<file path="src/rtl/seq_pkg.sv">
// Shared encodings for the multi-cycle instruction sequencer: opcodes, FSM states and
// PC source selects.
package seq_pkg;

  localparam logic [3:0] OP_NOP  = 4'b0000;
  localparam logic [3:0] OP_ALU0 = 4'b0001;
  localparam logic [3:0] OP_ALU1 = 4'b0010;
  localparam logic [3:0] OP_ALU2 = 4'b0011;
  localparam logic [3:0] OP_ALU3 = 4'b0100;
  localparam logic [3:0] OP_JMP  = 4'b0101;
  localparam logic [3:0] OP_LD   = 4'b0110;
  localparam logic [3:0] OP_ST   = 4'b0111;
  localparam logic [3:0] OP_BR   = 4'b1000;

  localparam logic [1:0] PC_INC = 2'd0;
  localparam logic [1:0] PC_JMP = 2'd1;
  localparam logic [1:0] PC_BR  = 2'd2;

  typedef enum logic [2:0] {
    StIdle,
    StFetch,
    StDecode,
    StExec,
    StMem,
    StWb,
    StHalt
  } state_e;

  function automatic logic is_alu_op(input logic [3:0] op);
    return (op >= OP_ALU0) && (op <= OP_ALU3);
  endfunction

endpackage

</file>
<file path="src/rtl/instr_sequencer_if.sv">
// Control/memory bundle between the sequencer (master) and the datapath/memory (slave).
interface instr_sequencer_if #(
  parameter int unsigned CNT_W = 16
);
  logic             run;
  logic [19:0]      instruction;
  logic             mem_ack;
  logic             alu_zero;
  logic             mem_req;
  logic             mem_we;
  logic             addr_sel;
  logic             ir_write;
  logic             pc_write;
  logic [1:0]       pc_src;
  logic             reg_write;
  logic             wb_sel;
  logic             alu_en;
  logic             illegal;
  logic             fault;
  logic [CNT_W-1:0] instr_retired;

  modport master (
    input  run, instruction, mem_ack, alu_zero,
    output mem_req, mem_we, addr_sel, ir_write, pc_write, pc_src, reg_write, wb_sel, alu_en,
           illegal, fault, instr_retired
  );

  modport slave (
    output run, instruction, mem_ack, alu_zero,
    input  mem_req, mem_we, addr_sel, ir_write, pc_write, pc_src, reg_write, wb_sel, alu_en,
           illegal, fault, instr_retired
  );
endinterface

</file>
<file path="src/rtl/seq_timeout_timer.sv">
// Cycle counter for a pending memory access; expired_o flags the last permitted wait cycle.
module seq_timeout_timer #(
  parameter int unsigned MEM_TIMEOUT = 16
) (
  input  logic clk,
  input  logic rst,
  input  logic clear_i,
  input  logic enable_i,
  output logic expired_o
);
  localparam int unsigned CntW = $clog2(MEM_TIMEOUT);

  logic [CntW-1:0] cnt_q, cnt_d;

  assign expired_o = (cnt_q == CntW'(MEM_TIMEOUT - 1));

  always_comb begin
    cnt_d = cnt_q;
    if (clear_i) begin
      cnt_d = '0;
    end else if (enable_i && !expired_o) begin
      cnt_d = cnt_q + CntW'(1);
    end
  end

  always_ff @(posedge clk) begin
    if (rst) begin
      cnt_q <= '0;
    end else begin
      cnt_q <= cnt_d;
    end
  end
endmodule

</file>
<file path="src/rtl/instr_sequencer.sv">
// Multi-cycle FETCH/DECODE/EXEC/MEM/WB control FSM with memory timeout, illegal-opcode halt
// and a retired-instruction counter.
module instr_sequencer
  import seq_pkg::*;
#(
  parameter int unsigned MEM_TIMEOUT = 16,
  parameter int unsigned CNT_W       = 16
) (
  input logic                clk,
  input logic                rst,
  instr_sequencer_if.master  bus
);
  state_e           state_q, state_d;
  logic [3:0]       opcode_q, opcode_d;
  logic             illegal_q, illegal_d;
  logic             fault_q, fault_d;
  logic [CNT_W-1:0] cnt_q, cnt_d;
  logic             retire;
  logic             tmr_clear, tmr_en, tmr_expired;
  logic             unused_instr_bits;

  assign unused_instr_bits = ^bus.instruction[15:0];

  seq_timeout_timer #(
    .MEM_TIMEOUT(MEM_TIMEOUT)
  ) u_timer (
    .clk      (clk),
    .rst      (rst),
    .clear_i  (tmr_clear),
    .enable_i (tmr_en),
    .expired_o(tmr_expired)
  );

  // Each FETCH/MEM visit starts a fresh wait window.
  assign tmr_clear = ((state_d == StFetch) || (state_d == StMem)) && (state_d != state_q);
  assign tmr_en    = ((state_q == StFetch) || (state_q == StMem)) && !bus.mem_ack;

  always_comb begin
    state_d       = state_q;
    opcode_d      = opcode_q;
    illegal_d     = illegal_q;
    fault_d       = fault_q;
    retire        = 1'b0;
    bus.mem_req   = 1'b0;
    bus.mem_we    = 1'b0;
    bus.addr_sel  = 1'b0;
    bus.ir_write  = 1'b0;
    bus.pc_write  = 1'b0;
    bus.pc_src    = PC_INC;
    bus.reg_write = 1'b0;
    bus.wb_sel    = 1'b0;
    bus.alu_en    = 1'b0;

    unique case (state_q)
      StIdle: begin
        if (bus.run) state_d = StFetch;
      end
      StFetch: begin
        bus.mem_req = 1'b1;
        if (bus.mem_ack) begin
          bus.ir_write = 1'b1;
          opcode_d     = bus.instruction[19:16];
          state_d      = StDecode;
        end else if (tmr_expired) begin
          fault_d = 1'b1;
          state_d = StHalt;
        end
      end
      StDecode: begin
        if (opcode_q == OP_NOP) begin
          bus.pc_write = 1'b1;
          retire       = 1'b1;
          state_d      = StFetch;
        end else if (opcode_q > OP_BR) begin
          illegal_d = 1'b1;
          state_d   = StHalt;
        end else begin
          state_d = StExec;
        end
      end
      StExec: begin
        state_d = StFetch;
        if (is_alu_op(opcode_q)) begin
          bus.alu_en    = 1'b1;
          bus.reg_write = 1'b1;
          bus.pc_write  = 1'b1;
          retire        = 1'b1;
        end else if (opcode_q == OP_JMP) begin
          bus.pc_write = 1'b1;
          bus.pc_src   = PC_JMP;
          retire       = 1'b1;
        end else if (opcode_q == OP_BR) begin
          bus.alu_en   = 1'b1;
          bus.pc_write = 1'b1;
          bus.pc_src   = bus.alu_zero ? PC_BR : PC_INC;
          retire       = 1'b1;
        end else if ((opcode_q == OP_LD) || (opcode_q == OP_ST)) begin
          bus.alu_en = 1'b1;
          state_d    = StMem;
        end
      end
      StMem: begin
        bus.mem_req  = 1'b1;
        bus.addr_sel = 1'b1;
        bus.mem_we   = (opcode_q == OP_ST);
        if (bus.mem_ack) begin
          if (opcode_q == OP_ST) begin
            bus.pc_write = 1'b1;
            retire       = 1'b1;
            state_d      = StFetch;
          end else begin
            state_d = StWb;
          end
        end else if (tmr_expired) begin
          fault_d = 1'b1;
          state_d = StHalt;
        end
      end
      StWb: begin
        bus.reg_write = 1'b1;
        bus.wb_sel    = 1'b1;
        bus.pc_write  = 1'b1;
        retire        = 1'b1;
        state_d       = StFetch;
      end
      StHalt: begin
        state_d = StHalt;
      end
      default: state_d = StIdle;
    endcase

    cnt_d = cnt_q + CNT_W'(retire);
  end

  assign bus.illegal       = illegal_q;
  assign bus.fault         = fault_q;
  assign bus.instr_retired = cnt_q;

  always_ff @(posedge clk) begin
    if (rst) begin
      state_q   <= StIdle;
      opcode_q  <= OP_NOP;
      illegal_q <= 1'b0;
      fault_q   <= 1'b0;
      cnt_q     <= '0;
    end else begin
      state_q   <= state_d;
      opcode_q  <= opcode_d;
      illegal_q <= illegal_d;
      fault_q   <= fault_d;
      cnt_q     <= cnt_d;
    end
  end
endmodule

</file>
<file path="src/flat_wrapper.sv">
// flat-port wrapper written by rule: the top's interface ports become plain ports
module instr_sequencer_flat import seq_pkg::*;
#(
  parameter int unsigned MEM_TIMEOUT = 16,
  parameter int unsigned CNT_W       = 16
)
  (clk, rst, bus_run, bus_instruction, bus_mem_ack, bus_alu_zero, bus_mem_req, bus_mem_we, bus_addr_sel, bus_ir_write, bus_pc_write, bus_pc_src, bus_reg_write, bus_wb_sel, bus_alu_en, bus_illegal, bus_fault, bus_instr_retired);
  instr_sequencer_if #(.CNT_W(CNT_W)) bus_i ();
  input logic clk;
  input logic rst;
  input wire logic [$bits(bus_i.run)-1:0] bus_run;
  input wire logic [$bits(bus_i.instruction)-1:0] bus_instruction;
  input wire logic [$bits(bus_i.mem_ack)-1:0] bus_mem_ack;
  input wire logic [$bits(bus_i.alu_zero)-1:0] bus_alu_zero;
  output wire logic [$bits(bus_i.mem_req)-1:0] bus_mem_req;
  output wire logic [$bits(bus_i.mem_we)-1:0] bus_mem_we;
  output wire logic [$bits(bus_i.addr_sel)-1:0] bus_addr_sel;
  output wire logic [$bits(bus_i.ir_write)-1:0] bus_ir_write;
  output wire logic [$bits(bus_i.pc_write)-1:0] bus_pc_write;
  output wire logic [$bits(bus_i.pc_src)-1:0] bus_pc_src;
  output wire logic [$bits(bus_i.reg_write)-1:0] bus_reg_write;
  output wire logic [$bits(bus_i.wb_sel)-1:0] bus_wb_sel;
  output wire logic [$bits(bus_i.alu_en)-1:0] bus_alu_en;
  output wire logic [$bits(bus_i.illegal)-1:0] bus_illegal;
  output wire logic [$bits(bus_i.fault)-1:0] bus_fault;
  output wire logic [$bits(bus_i.instr_retired)-1:0] bus_instr_retired;
  assign bus_i.run = bus_run;
  assign bus_i.instruction = bus_instruction;
  assign bus_i.mem_ack = bus_mem_ack;
  assign bus_i.alu_zero = bus_alu_zero;
  assign bus_mem_req = bus_i.mem_req;
  assign bus_mem_we = bus_i.mem_we;
  assign bus_addr_sel = bus_i.addr_sel;
  assign bus_ir_write = bus_i.ir_write;
  assign bus_pc_write = bus_i.pc_write;
  assign bus_pc_src = bus_i.pc_src;
  assign bus_reg_write = bus_i.reg_write;
  assign bus_wb_sel = bus_i.wb_sel;
  assign bus_alu_en = bus_i.alu_en;
  assign bus_illegal = bus_i.illegal;
  assign bus_fault = bus_i.fault;
  assign bus_instr_retired = bus_i.instr_retired;
  instr_sequencer #(.MEM_TIMEOUT(MEM_TIMEOUT), .CNT_W(CNT_W)) u_core (.clk(clk), .rst(rst), .bus(bus_i));
endmodule
</file>
<file path="config.mk">
export PLATFORM = sky130hd
export DESIGN_NAME = instr_sequencer_flat
export DESIGN_NICKNAME = d
export VERILOG_FILES = /design/src/rtl/seq_pkg.sv /design/src/rtl/instr_sequencer_if.sv /design/src/rtl/seq_timeout_timer.sv /design/src/rtl/instr_sequencer.sv /design/src/flat_wrapper.sv
export SDC_FILE = /design/constraint.sdc
export NUM_CORES = 1
export LEC_CHECK = 0
export CORE_MARGIN = 2
export CORE_UTILIZATION = 27
export CTS_CLUSTER_DIAMETER = 200
export DETAILED_ROUTE_END_ITERATION = 8
export GPL_TIMING_DRIVEN = 0
export PLACE_DENSITY = 0.49
export RECOVER_POWER = 25
export SYNTH_ARGS = -nofsm -noshare
export SYNTH_HDL_FRONTEND = slang
export SYNTH_HIERARCHICAL = 1
export SYNTH_SLANG_ARGS = --single-unit
</file>
<file path="constraint.sdc">
create_clock -name clk -period 6.78 [get_ports clk]
set_input_delay 0.678 -clock clk [delete_from_list [all_inputs] [get_ports clk]]
set_output_delay 0.678 -clock clk [all_outputs]
set_load 0.01 [all_outputs]
</file>
Yosys cells after proc, flatten, opt, wreduce, memory -nomap -nowiden --
Cells that the tools add are included.
Word-level totals: bits in registers 29, bits of input ports 25, output and inout bits 28, logic and storage cells 80
Operators by class: add/sub/neg operators 2, magnitude comparators 3, eq/ne operators 14, mux-type cells 37, bitwise operators 2, reduce and logical (&&, ||, !) cells 16
Operators by type and width (count):
- $mux 3 | 11
- $pmux 3 s7 | 1
- $mux 1 | 18
- $add 16x1->16 | 1
- $eq 3x3->1 const B | 4
- $eq 4x3->1 const B | 3
- $mux 2 | 5
- $eq 4x4->1 const B | 2
- $eq 3x1->1 const B | 2
- $eq 3x2->1 const B | 2
- $reduce_and 3->1 | 2
- $add 4x1->4 const B | 1
- $ge 4x1->1 const B | 1
- $gt 4x4->1 const B | 1
- $le 4x3->1 const B | 1
- $logic_and 1x1->1 | 4
- $logic_not 4->1 | 1
- $pmux 1 s4 | 1
- $reduce_or 2->1 | 2
- $logic_not 3->1 | 1
- $logic_or 1x1->1 | 3
- $ne 3x3->1 | 1
- $logic_not 1->1 | 2
- $not 1->1 | 2
- 2 further kinds | 2

Logic depth before layout (Yosys ltp) --
Gate-level depths: netlist of the first run.
depth in word-level cells 11, mapped depth 13

By module --
The synthesis of the first run kept the hierarchy.
By module, submodules not included:
- instr_sequencer | times used 1, cells an instance 162, area an instance 1386.3 sq um, sequential area each 500.5 sq um
- seq_timeout_timer | times used 1, cells an instance 22, area an instance 211.5 sq um, sequential area each 80.1 sq um

Worst setup path before layout of the first run --
Ideal clock, no wire load.
path kind register -> register, start point register u_core.opcode_q[0], end point register u_core.cnt_q[14] (netlist: u_core/bus.instr_retired[14]), library setup time 0.128 ns, arrival time 2.479 ns, required time 6.652 ns, path slack 4.173 ns, cell stages (with the launch flop) 13, path buffers 1, clock period less this slack 2.607 ns, cell sequence dfxtp_1 or2_2 or3_1 a21oi_1 a31oi_1 o22ai_1 ha_1 ha_1 and3_1 clkbuf_1 nand4_1 xor2_1 nor2_1
Between the ends: longest elaborated chain between the ends 6, elaborated cells between the ends (all ways) 15, classes of those cells add/sub (1); order compare (2); eq/ne (3); mux (7); reduce/logical (2)
Ends and longest elaborated chain:
- from (decl) | line instr_sequencer.sv:14 | logic [3:0] opcode_q, opcode_d;
- from (signal assigned) | line instr_sequencer.sv:148 | opcode_q <= opcode_d;
- $eq 4x4->1 | line instr_sequencer.sv:92 | end else if (opcode_q == OP_BR) begin
- $mux 1 (3 in a row)
- $pmux 1 s4 *
- net bus_pc_write | line flat_wrapper.sv:19 | output wire logic [$bits(bus_i.pc_write)-1:0] bus_pc_write;
- $add 16x1->16 * | line instr_sequencer.sv:132 | cnt_d = cnt_q + CNT_W'(retire);
- to (signal assigned) | line instr_sequencer.sv:151 | cnt_q <= cnt_d;
- to (decl) | line instr_sequencer.sv:17 | logic [CNT_W-1:0] cnt_q, cnt_d;
Mark *: on every way through the listed nets, which the timed path passes. The rest lies on a longest branch. A chain may end at the register's enable or synchronous reset.

Worst setup path in the final report of the first run --
start point input port bus_mem_ack, end point output port bus_pc_write
Between the ends: longest elaborated chain between the ends 2
Ends and longest elaborated chain:
- from (decl) | line flat_wrapper.sv:13 | input wire logic [$bits(bus_i.mem_ack)-1:0] bus_mem_ack;
- $mux 1 | line instr_sequencer.sv:106 | if (bus.mem_ack) begin
- $pmux 1 s4 | line instr_sequencer.sv:54 | unique case (state_q)
- to (decl) | line flat_wrapper.sv:19
No other way between the ends.

==> flow_summary.toml, run 1 <==
[logic_synthesis]
synth_nets = 212
synth_top_cell_by_area = "dfxtp_1"
synth_compound_area_frac = 0.152
synth.distinct_cells = 49
synth.cell_area_sq_um = 1600
synth_xor_area_frac = 0.0822
yosysMostFrequentCell = "nor2_1"
synth-simple-area-share = 0.309
synth_edf_count = 0
yosysWarnings = 6
synth_seq_cells = 29
synth_top_area_frac = 0.363
synth_top_family_by_area = "simple AND/OR/NAND/NOR gates"
synth_seq_area_share = 0.363
synth_mux_area_frac = 0.0188
netlist_top_cells_count = "nor2_1 (32), dfxtp_1 (29), nand2_1 (13), xor2_1 (13), a21oi_1 (10)"
synthAdderAreaFrac = 0.0235
syn_inst = 184
synth_flop_cell = "dfxtp_1"
async_flop_share = 0
synth.area.top_cells = "dfxtp_1 (36%), nor2_1 (7.5%), xor2_1 (7.1%)"
synth.avg_cell_area_sq_um = 8.68

[placed_design]
globalplace.congestion = 0.777
dpl.hpwl_um = 2690
placed_area_sq_um = 2050
dp_slack_ps = 3560
dp.cells = 295
io_buffers = 36

[worst_setup_path]
cp_slowest_stage_delay_ps = 680
critPathKind = "in2out"
critPathTopFamily = "buffers and inverters"
crit_buf_inv = 2
worstPathMaxFanout = 7
crit_path_start_kind = "input port"
cp_cell_sequence = "dlygate4sd3_1, and2_1, o21ai_0, o22ai_1, clkdlybuf4s50_1"
required_ps = 6100
crit_path_top_delay_cell = "dlygate4sd3_1"
cp-end-kind = "primary output"
cp.arrival_ps = 2530

[clock_network]
cts.root.buffer_cell = "clkbuf_8"
clk-insertion-delay-late_ps = 270
clk_pin_slew_ps = 60
hold_buffers = 0
cts_buffer_depth = 2
cts_tree = "done"
cts.htree.levels = 2
clock_sinks = 29
cts_resized = 0
numCtsBuffers = 5
post_cts_buffers = 0

[drt]
drtAntennaViolNets = 0
wl_um = 3680
avgViaCountPerCell = 4.58
drc = 0
dr_total_vias = 1389
drt-initial-drc-count = 37
detail_route.wl_per_cell_um = 12.2
dr.pass1.iters = 4

[power_and_ir_drop]
p_leak_nw = 0.828
power_uw = 403
power.density_nw_per_um2 = 188
vdd_drop_max_mv = 0.0930

[global_routing]
grt_use_total = 0.119
grt_pass1_vias = 1300
grt_max_degree = 11
antenna_found_initial = 0
grt_pass1_wl_um = 6090
grt-ovfl-total = 0

[sta]
max_slew_margin = 0.537
hold_ws_ps = 460
fin_crit_ps = 3210
drv_slew = 0
min_period_over_period = 0.474
finalHoldViolCount = 0
tns_ps = 0
max_freq_mhz = 311
fin_ws_ps = 3570
worst_clock_skew_ps = 4.13
setup_viol = 0
rsz0062_at_grt = "false"
tightest_slew_ps = 677

[final_layout]
drive_above_1_share = 0.114
final_area_sq_um = 2140
nFillCells = 641
final_core_util = 0.369
syn_to_final_growth_pct = 34.2
final_nets = 255
instances_no_fill = 303
regArea_sq_um = 581
multi_input_area_sq_um = 912
diodes = 0

[status]
status = "finished, final reports clean"

[floorplanning]
dieArea_sq_um = 6550
fp.dieH_um = 80.9
rows = 28
initial_core_util = 0.275
core_area_sq_um = 5820
die_w_um = 80.9
io_pins = 53

[flow_run]
drv_cap = 0

[worst_hold_path]
holdCritPathClass = "reg2reg"
==> registers in the layout (all words and copies together), names as in the netlist <==
signal / count
u_core/bus.instr_retired: 16
u_core/opcode_q: 4
u_core/u_timer/cnt_q: 4
u_core/state_q: 3
u_core/bus.fault: 1
u_core/bus.illegal: 1
==> worst min-delay path: stages (launching register included) <==
cell     delay [ps]
dfxtp_1         320
a21oi_1          40
nor2_1           70
==> path summary, 6_finish.rpt <==
kind	startpoint	to	slack, ps	depth (start not counted)
worst max-delay path	bus_mem_ack	bus_pc_write	3570	5
worst min-delay path	u_core/bus.fault	u_core/bus.fault	460	2
worst max register to register	u_core/opcode_q[0]	u_core/bus.instr_retired[14]	3870	12
worst min register to register	u_core/bus.fault	u_core/bus.fault	460	2
==> kinds of logic (layout without fill, tap and decap cells) <==
| kind of cell | Yosys count | in the layout |
|---|---|---|
| compound gates | 30 | 30 |
| buf+inv | 13 | 57 |
| simple gates | 91 | 91 |
| fa+ha+maj | 3 | 3 |
| xor+xnor | 15 | 15 |
| flops | 29 | 29 |
| mux | 3 | 3 |
==> routing by layer <==
layer,GRT usage,part of all wire
met3,0.0322,0.056
met4,0.0458,0.013
met5,0,0
met1,0.163,0.51
met2,0.179,0.42
==> cells in the final DEF, fill, tap and decap left out, types with 2 or more instances in the layout <==
cell	n
a21oi_1	10
and2_1	3
and2b_2	2
and3_1	3
and4_1	3
buf_2	2
clkbuf_1	5
clkbuf_8	9
clkdlybuf4s50_1	25
dfxtp_1	29
dlygate4sd3_1	11
ha_1	3
inv_1	3
mux2i_1	3
nand2_1	13
nand2b_1	3
nand3_1	7
nand4_1	3
nand4b_1	2
nor2_1	32
nor2b_1	6
nor3_1	4
o21ai_0	4
o41ai_2	2
or3_1	2
xnor2_1	2
xor2_1	13
==> power breakdown <==
group          switching (mW)  total (mW)  internal [mW]
combinational          0.0233      0.0437         0.0204
sequential            0.00245       0.176          0.173
clock                  0.0637       0.183          0.120
total                  0.0895       0.403          0.313
==> area by class of cell <==
class                   count  area share
repair buffers             36       0.168
clock inverters             1      0.0140
well taps                  75      0.0438
flip-flops and latches     29       0.271
inverters                   4     0.00700
plain buffers               9      0.0309
clock buffers               7      0.0403
multi-input cells         142       0.425
No activity file was read; power rests on OpenSTA's default activity.
==> run 2: changes to the inputs <==
Clock period 6.78 ns to 3.08 ns, I/O delays scaled along.
==> run 2 against run 1 <==
Total power increased by 120%; sequential cell count unchanged; highest routed layer unchanged; critical path type is now reg2reg; largest power group unchanged; largest cell class unchanged; routed wire length decreased by 0.38%; combinational power increased by 120%; non-clock buffer count decreased by 1; via count decreased by 0.29%.
==> flow_summary.toml, run 2 (same netlist as run 1, synthesis figures left out) <==
[status]
status = "finished, final reports clean"

[sta]
fin_crit_ps = 2790
tightest_slew_ps = 531
drv_slew = 0
finalHoldViolCount = 0
max_slew_margin = 0.644
setup_viol = 0
tns_ps = 0
worst_clock_skew_ps = 4.39
min_period_over_period = 0.907
max_freq_mhz = 358
rsz0062_at_grt = "false"

[drt]
drc = 0
dr_total_vias = 1385
avgViaCountPerCell = 4.59
drtAntennaViolNets = 0
drt-initial-drc-count = 37
wl_um = 3670
detail_route.wl_per_cell_um = 12.1
dr.pass1.iters = 4

[floorplanning]
initial_core_util = 0.275
core_area_sq_um = 5820
io_pins = 53
dieArea_sq_um = 6550
rows = 28
fp.dieH_um = 80.9
die_w_um = 80.9

[worst_hold_path]
holdCritPathClass = "reg2reg"
hold_end = "u_core/bus.fault"
hold_path_depth = 2
hp-start = "u_core/bus.fault"

[worst_setup_path]
cp.arrival_ps = 2940
worstReg2RegEnd = "u_core/bus.instr_retired[14]"
crit_top_cell = "ha_1"
r2r-start = "u_core/opcode_q[0]"
cp_slowest_stage_delay_ps = 380
worstPathMaxFanout = 8
ff2ff_setup_slack_ps = 290
cp-end-kind = "register"
required_ps = 3230
ff2ff_path_depth = 11
cp_cell_sequence = "or2_2, or3_1, a21oi_1, a31oi_1, o22ai_1, ha_1, ha_1, and3_1, nand4_1, xor2_1, nor2_1"
critPathTopFamily = "simple AND/OR/NAND/NOR gates"
critPathKind = "reg2reg"
crit_path_top_delay_cell = "dfxtp_1"
crit_path_start_kind = "register"
crit_buf_inv = 0

[global_routing]
grt_use_total = 0.119
grt-ovfl-total = 0
grt_pass1_wl_um = 6090
grt_pass1_vias = 1300
grt_max_degree = 11
antenna_found_initial = 0

[clock_network]
clk-insertion-delay-late_ps = 270
cts.root.buffer_cell = "clkbuf_8"
cts_resized = 0
clk_pin_slew_ps = 60
cts_tree = "done"
cts_buffer_depth = 2
numCtsBuffers = 5
clock_sinks = 29
post_cts_buffers = 0
cts.htree.levels = 2

[final_layout]
largest_reg_flops = 16
final_nets = 254
final_common_cell = "nor2_1"
drive_above_1_share = 0.115
final_area_sq_um = 2160
nFillCells = 640
syn_to_final_growth_pct = 35.2
mostFrequentLayoutCells = "nor2_1 (32), dfxtp_1 (29), clkdlybuf4s50_1 (24)"
diodes = 0

[flow_run]
drv_cap = 0

[placed_design]
globalplace.congestion = 0.777
dpl.hpwl_um = 2690
placed_area_sq_um = 2050
io_buffers = 36

[power_and_ir_drop]
power.density_nw_per_um2 = 411
p_leak_nw = 0.842
vdd_drop_max_mv = 0.205
## run 2: cell types whose count changed in the layout (fill, tap and decap cells not counted), sizes merged
cell           change
clkbuf             -1
clkdlybuf4s50      -1
dlygate4sd3        +1
## run 2: worst max-delay path by stage
stage                                    to                from  slack [ps]  depth (start not counted)
2_1_floorplan  u_core/bus.instr_retired[14]  u_core/opcode_q[0]         470                         12
3_3_place_gp   u_core/bus.instr_retired[14]  u_core/opcode_q[0]         190                         12
3_5_place_dp   u_core/bus.instr_retired[14]  u_core/opcode_q[0]         200                         12
4_1_cts        u_core/bus.instr_retired[14]  u_core/opcode_q[0]         180                         12
5_1_grt        u_core/bus.instr_retired[14]  u_core/opcode_q[0]          30                         11
6_report       u_core/bus.instr_retired[14]  u_core/opcode_q[0]         290                         11
## run 2: tightest hold or removal path, stage by stage, from the launching register on
cell and delay (ps):
dfxtp_1 320, a21oi_1 40, nor2_1 70
## run 2: power by group
part | switching (mW) | total, mW | internal, mW
Clock | 0.140 | 0.403 | 0.263
Sequential | 0.00540 | 0.387 | 0.381
Combinational | 0.0516 | 0.0968 | 0.0453
## run 2: final cells by class
type | count | area, sq um | area share
Multi-Input combinational cell | 142 | 931 | 0.431
Timing Repair Buffer | 36 | 360 | 0.167
Inverter | 4 | 15.0 | 0.00695
Sequential cell | 29 | 581 | 0.269
Clock inverter | 1 | 30.0 | 0.0139
Buffer | 8 | 62.6 | 0.0290
Clock buffer | 7 | 86.3 | 0.0400
Tap cell | 75 | 93.8 | 0.0435
## run 2: layer usage
metal / GRT usage / routed length (um) / part of all wire / vias to the layer above
li1: - / - / - / 727
met1: 0.163 / 1870 / 0.51 / 621
met2: 0.179 / 1540 / 0.42 / 32
met3: 0.0322 / 204 / 0.056 / 5
met4: 0.0458 / 49 / 0.013 / 0
met5: 0 / 0 / 0 / -
## run 2: repair_timing
action,in CTS,in global routing
endpoints found under the hold margin,0,0
hold buffers,0,0
setup endpoints to repair,0,5
## run 2: metrics by stage
| stage | std cells | hold WS [ps] | utilization | worst slack, ps | power, mW |
|---|---|---|---|---|---|
| 6_report | 302 | 460 | 0.371 | 288 | 0.887 |
| 5_1_grt | 302 | 521 | 0.371 | 25.5 | 0.930 |
| 4_1_cts | 303 | 472 | 0.373 | 182 | 0.906 |
| 3_5_place_dp | 295 | 462 | 0.353 | 204 | 0.494 |
| 3_3_place_gp | 295 | 447 | 0.353 | 191 | 0.494 |
| 2_1_floorplan | 184 | 380 | - | 473 | 0.458 |
==> run 3: changes to the inputs <==
Settings changed: CORE_UTILIZATION 27 to 45, PLACE_DENSITY 0.49 to 0.76.
==> run 3 against run 2 <==
Worst hold slack better by 14 ps; sequential cell count stayed put; maximum frequency is 2.3% lower; global-route usage is 5.3 points higher; non-clock buffer count is 1 higher; total power is 23% lower; clock skew hardly changed; design area is 4.9% lower; die area is 38% lower; critical path type unchanged; sequential share of layout area is 1.4 points higher; clock power is 50% lower.
==> flow_summary.toml, run 3 (same netlist as run 1, synthesis figures left out) <==
[clock_network]
clk-insertion-delay-late_ps = 310
clk_pin_slew_ps = 90
post_cts_buffers = 0
clock_sinks = 29
hold_buffers = 0
cts_buffer_depth = 2
numCtsBuffers = 5
cts_resized = 0
cts.htree.levels = 2
cts_tree = "done"
cts.root.buffer_cell = "clkbuf_4"

[sta]
fin_ws_ps = 221
fin_crit_ps = 2860
worst_clock_skew_ps = 4.72
rsz0062_at_grt = "false"
drv_slew = 0
tns_ps = 0
finalHoldViolCount = 0
max_freq_mhz = 350
min_period_over_period = 0.928
tightest_slew_ps = 502
max_slew_margin = 0.664
setup_viol = 0

[power_and_ir_drop]
power_uw = 681
power.density_nw_per_um2 = 332
vdd_drop_max_mv = 0.277
p_leak_nw = 0.811

[worst_setup_path]
crit_top_cell = "ha_1"
r2r-start = "u_core/opcode_q[0]"
cp-end-kind = "register"
worstReg2RegEnd = "u_core/bus.instr_retired[14]"
crit_path_top_delay_cell = "dfxtp_1"
cp.arrival_ps = 3050
crit_path_start_kind = "register"
cp_slowest_stage_delay_ps = 380
ff2ff_setup_slack_ps = 220
crit_cells = 12
required_ps = 3270
critPathTopFamily = "simple AND/OR/NAND/NOR gates"
cp_cell_sequence = "or2_2, or3_1, a21oi_1, a31oi_1, o22ai_1, ha_1, ha_1, and3_1, clkbuf_1, nand4_1, xor2_1, nor2_1"
ff2ff_path_depth = 12
worstPathMaxFanout = 8
crit_buf_inv = 1
critPathKind = "reg2reg"

[drt]
dr_total_vias = 1417
avgViaCountPerCell = 5.21
drc = 0
detail_route.wl_per_cell_um = 12.3
wl_um = 3350
drtAntennaViolNets = 0
dr.pass1.iters = 4
drt-initial-drc-count = 114

[final_layout]
syn_to_final_growth_pct = 28.5
largest_reg_flops = 16
drive_above_1_share = 0.111
nFillCells = 333
diodes = 0
mostFrequentLayoutCells = "nor2_1 (32), dfxtp_1 (29), clkdlybuf4s50_1 (24)"
final_common_cell = "nor2_1"
final_nets = 255

[worst_hold_path]
hp-start = "u_core/bus.illegal"
hold_path_depth = 2
hold_end = "u_core/bus.illegal"
holdCritPathClass = "reg2reg"

[floorplanning]
fp.dieH_um = 63.6
rows = 21
io_pins = 53
dieArea_sq_um = 4040
die_w_um = 63.6
core_area_sq_um = 3360
initial_core_util = 0.475

[status]
status = "finished, final reports clean"

[global_routing]
grt_pass1_wl_um = 5590
grt-ovfl-total = 0
antenna_found_initial = 0
grt_pass1_vias = 1258
grt_max_degree = 11
grt_use_total = 0.173

[flow_run]
drv_cap = 0

[placed_design]
dpl.hpwl_um = 2530
dp_slack_ps = 237
io_buffers = 36
globalplace.congestion = 0.852
-- run 3: worst max-delay path by stage --
stage	to	from	slack, ps
floorplan	u_core/bus.instr_retired[14]	u_core/opcode_q[0]	470
detailed placement	u_core/bus.instr_retired[14]	u_core/opcode_q[0]	240
CTS	u_core/bus.instr_retired[14]	u_core/opcode_q[0]	220
global placement	u_core/bus.instr_retired[14]	u_core/opcode_q[0]	260
finish	u_core/bus.instr_retired[14]	u_core/opcode_q[0]	220
global route	u_core/bus.instr_retired[14]	u_core/opcode_q[0]	50
-- run 3: per-layer routing --
metal / vias up / track usage / wire (um)
li1: 725 / - / -
met1: 651 / 0.224 / 1580
met2: 37 / 0.280 / 1530
met3: 4 / 0.0536 / 203
met4: 0 / 0.0408 / 25
met5: - / 0 / 0
-- run 3: worst reg2reg max path: stages, from the launching register on --
cell and delay, ps:
dfxtp_1 380, or2_2 340, or3_1 340, a21oi_1 130
a31oi_1 60, o22ai_1 270, ha_1 250, ha_1 190
and3_1 160, clkbuf_1 260, nand4_1 160, xor2_1 150
nor2_1 50
-- run 3: final cells by class --
| class | count | area, sq um | area share |
|---|---|---|---|
| multi-input cells | 142 | 931 | 0.453 |
| flip-flops and latches | 29 | 581 | 0.283 |
| repair buffers | 36 | 360 | 0.176 |
| plain buffers | 9 | 66.3 | 0.0323 |
| well taps | 46 | 57.6 | 0.0280 |
| clock buffers | 5 | 37.5 | 0.0183 |
| inverters | 4 | 15.0 | 0.00731 |
| clock inverters | 1 | 5.00 | 0.00244 |
-- run 3: through the flow --
stage	instance area, sq um	utilization	instances	hold slack, ps
after global routing	2050	0.610	272	515
after detailed placement	2020	0.599	266	469
after global placement	2020	0.599	266	448
after CTS	2060	0.612	272	489
final	2050	0.610	272	474
after floorplan	1600	-	184	380
-- run 3: power breakdown --
group          internal (mW)  switching, mW  leakage [nW]  total [mW]
logic                 0.0452         0.0498         0.550      0.0950
clock network         0.0790          0.121        0.0269       0.200
registers              0.381        0.00549         0.234       0.386
total                  0.505          0.176         0.811       0.681
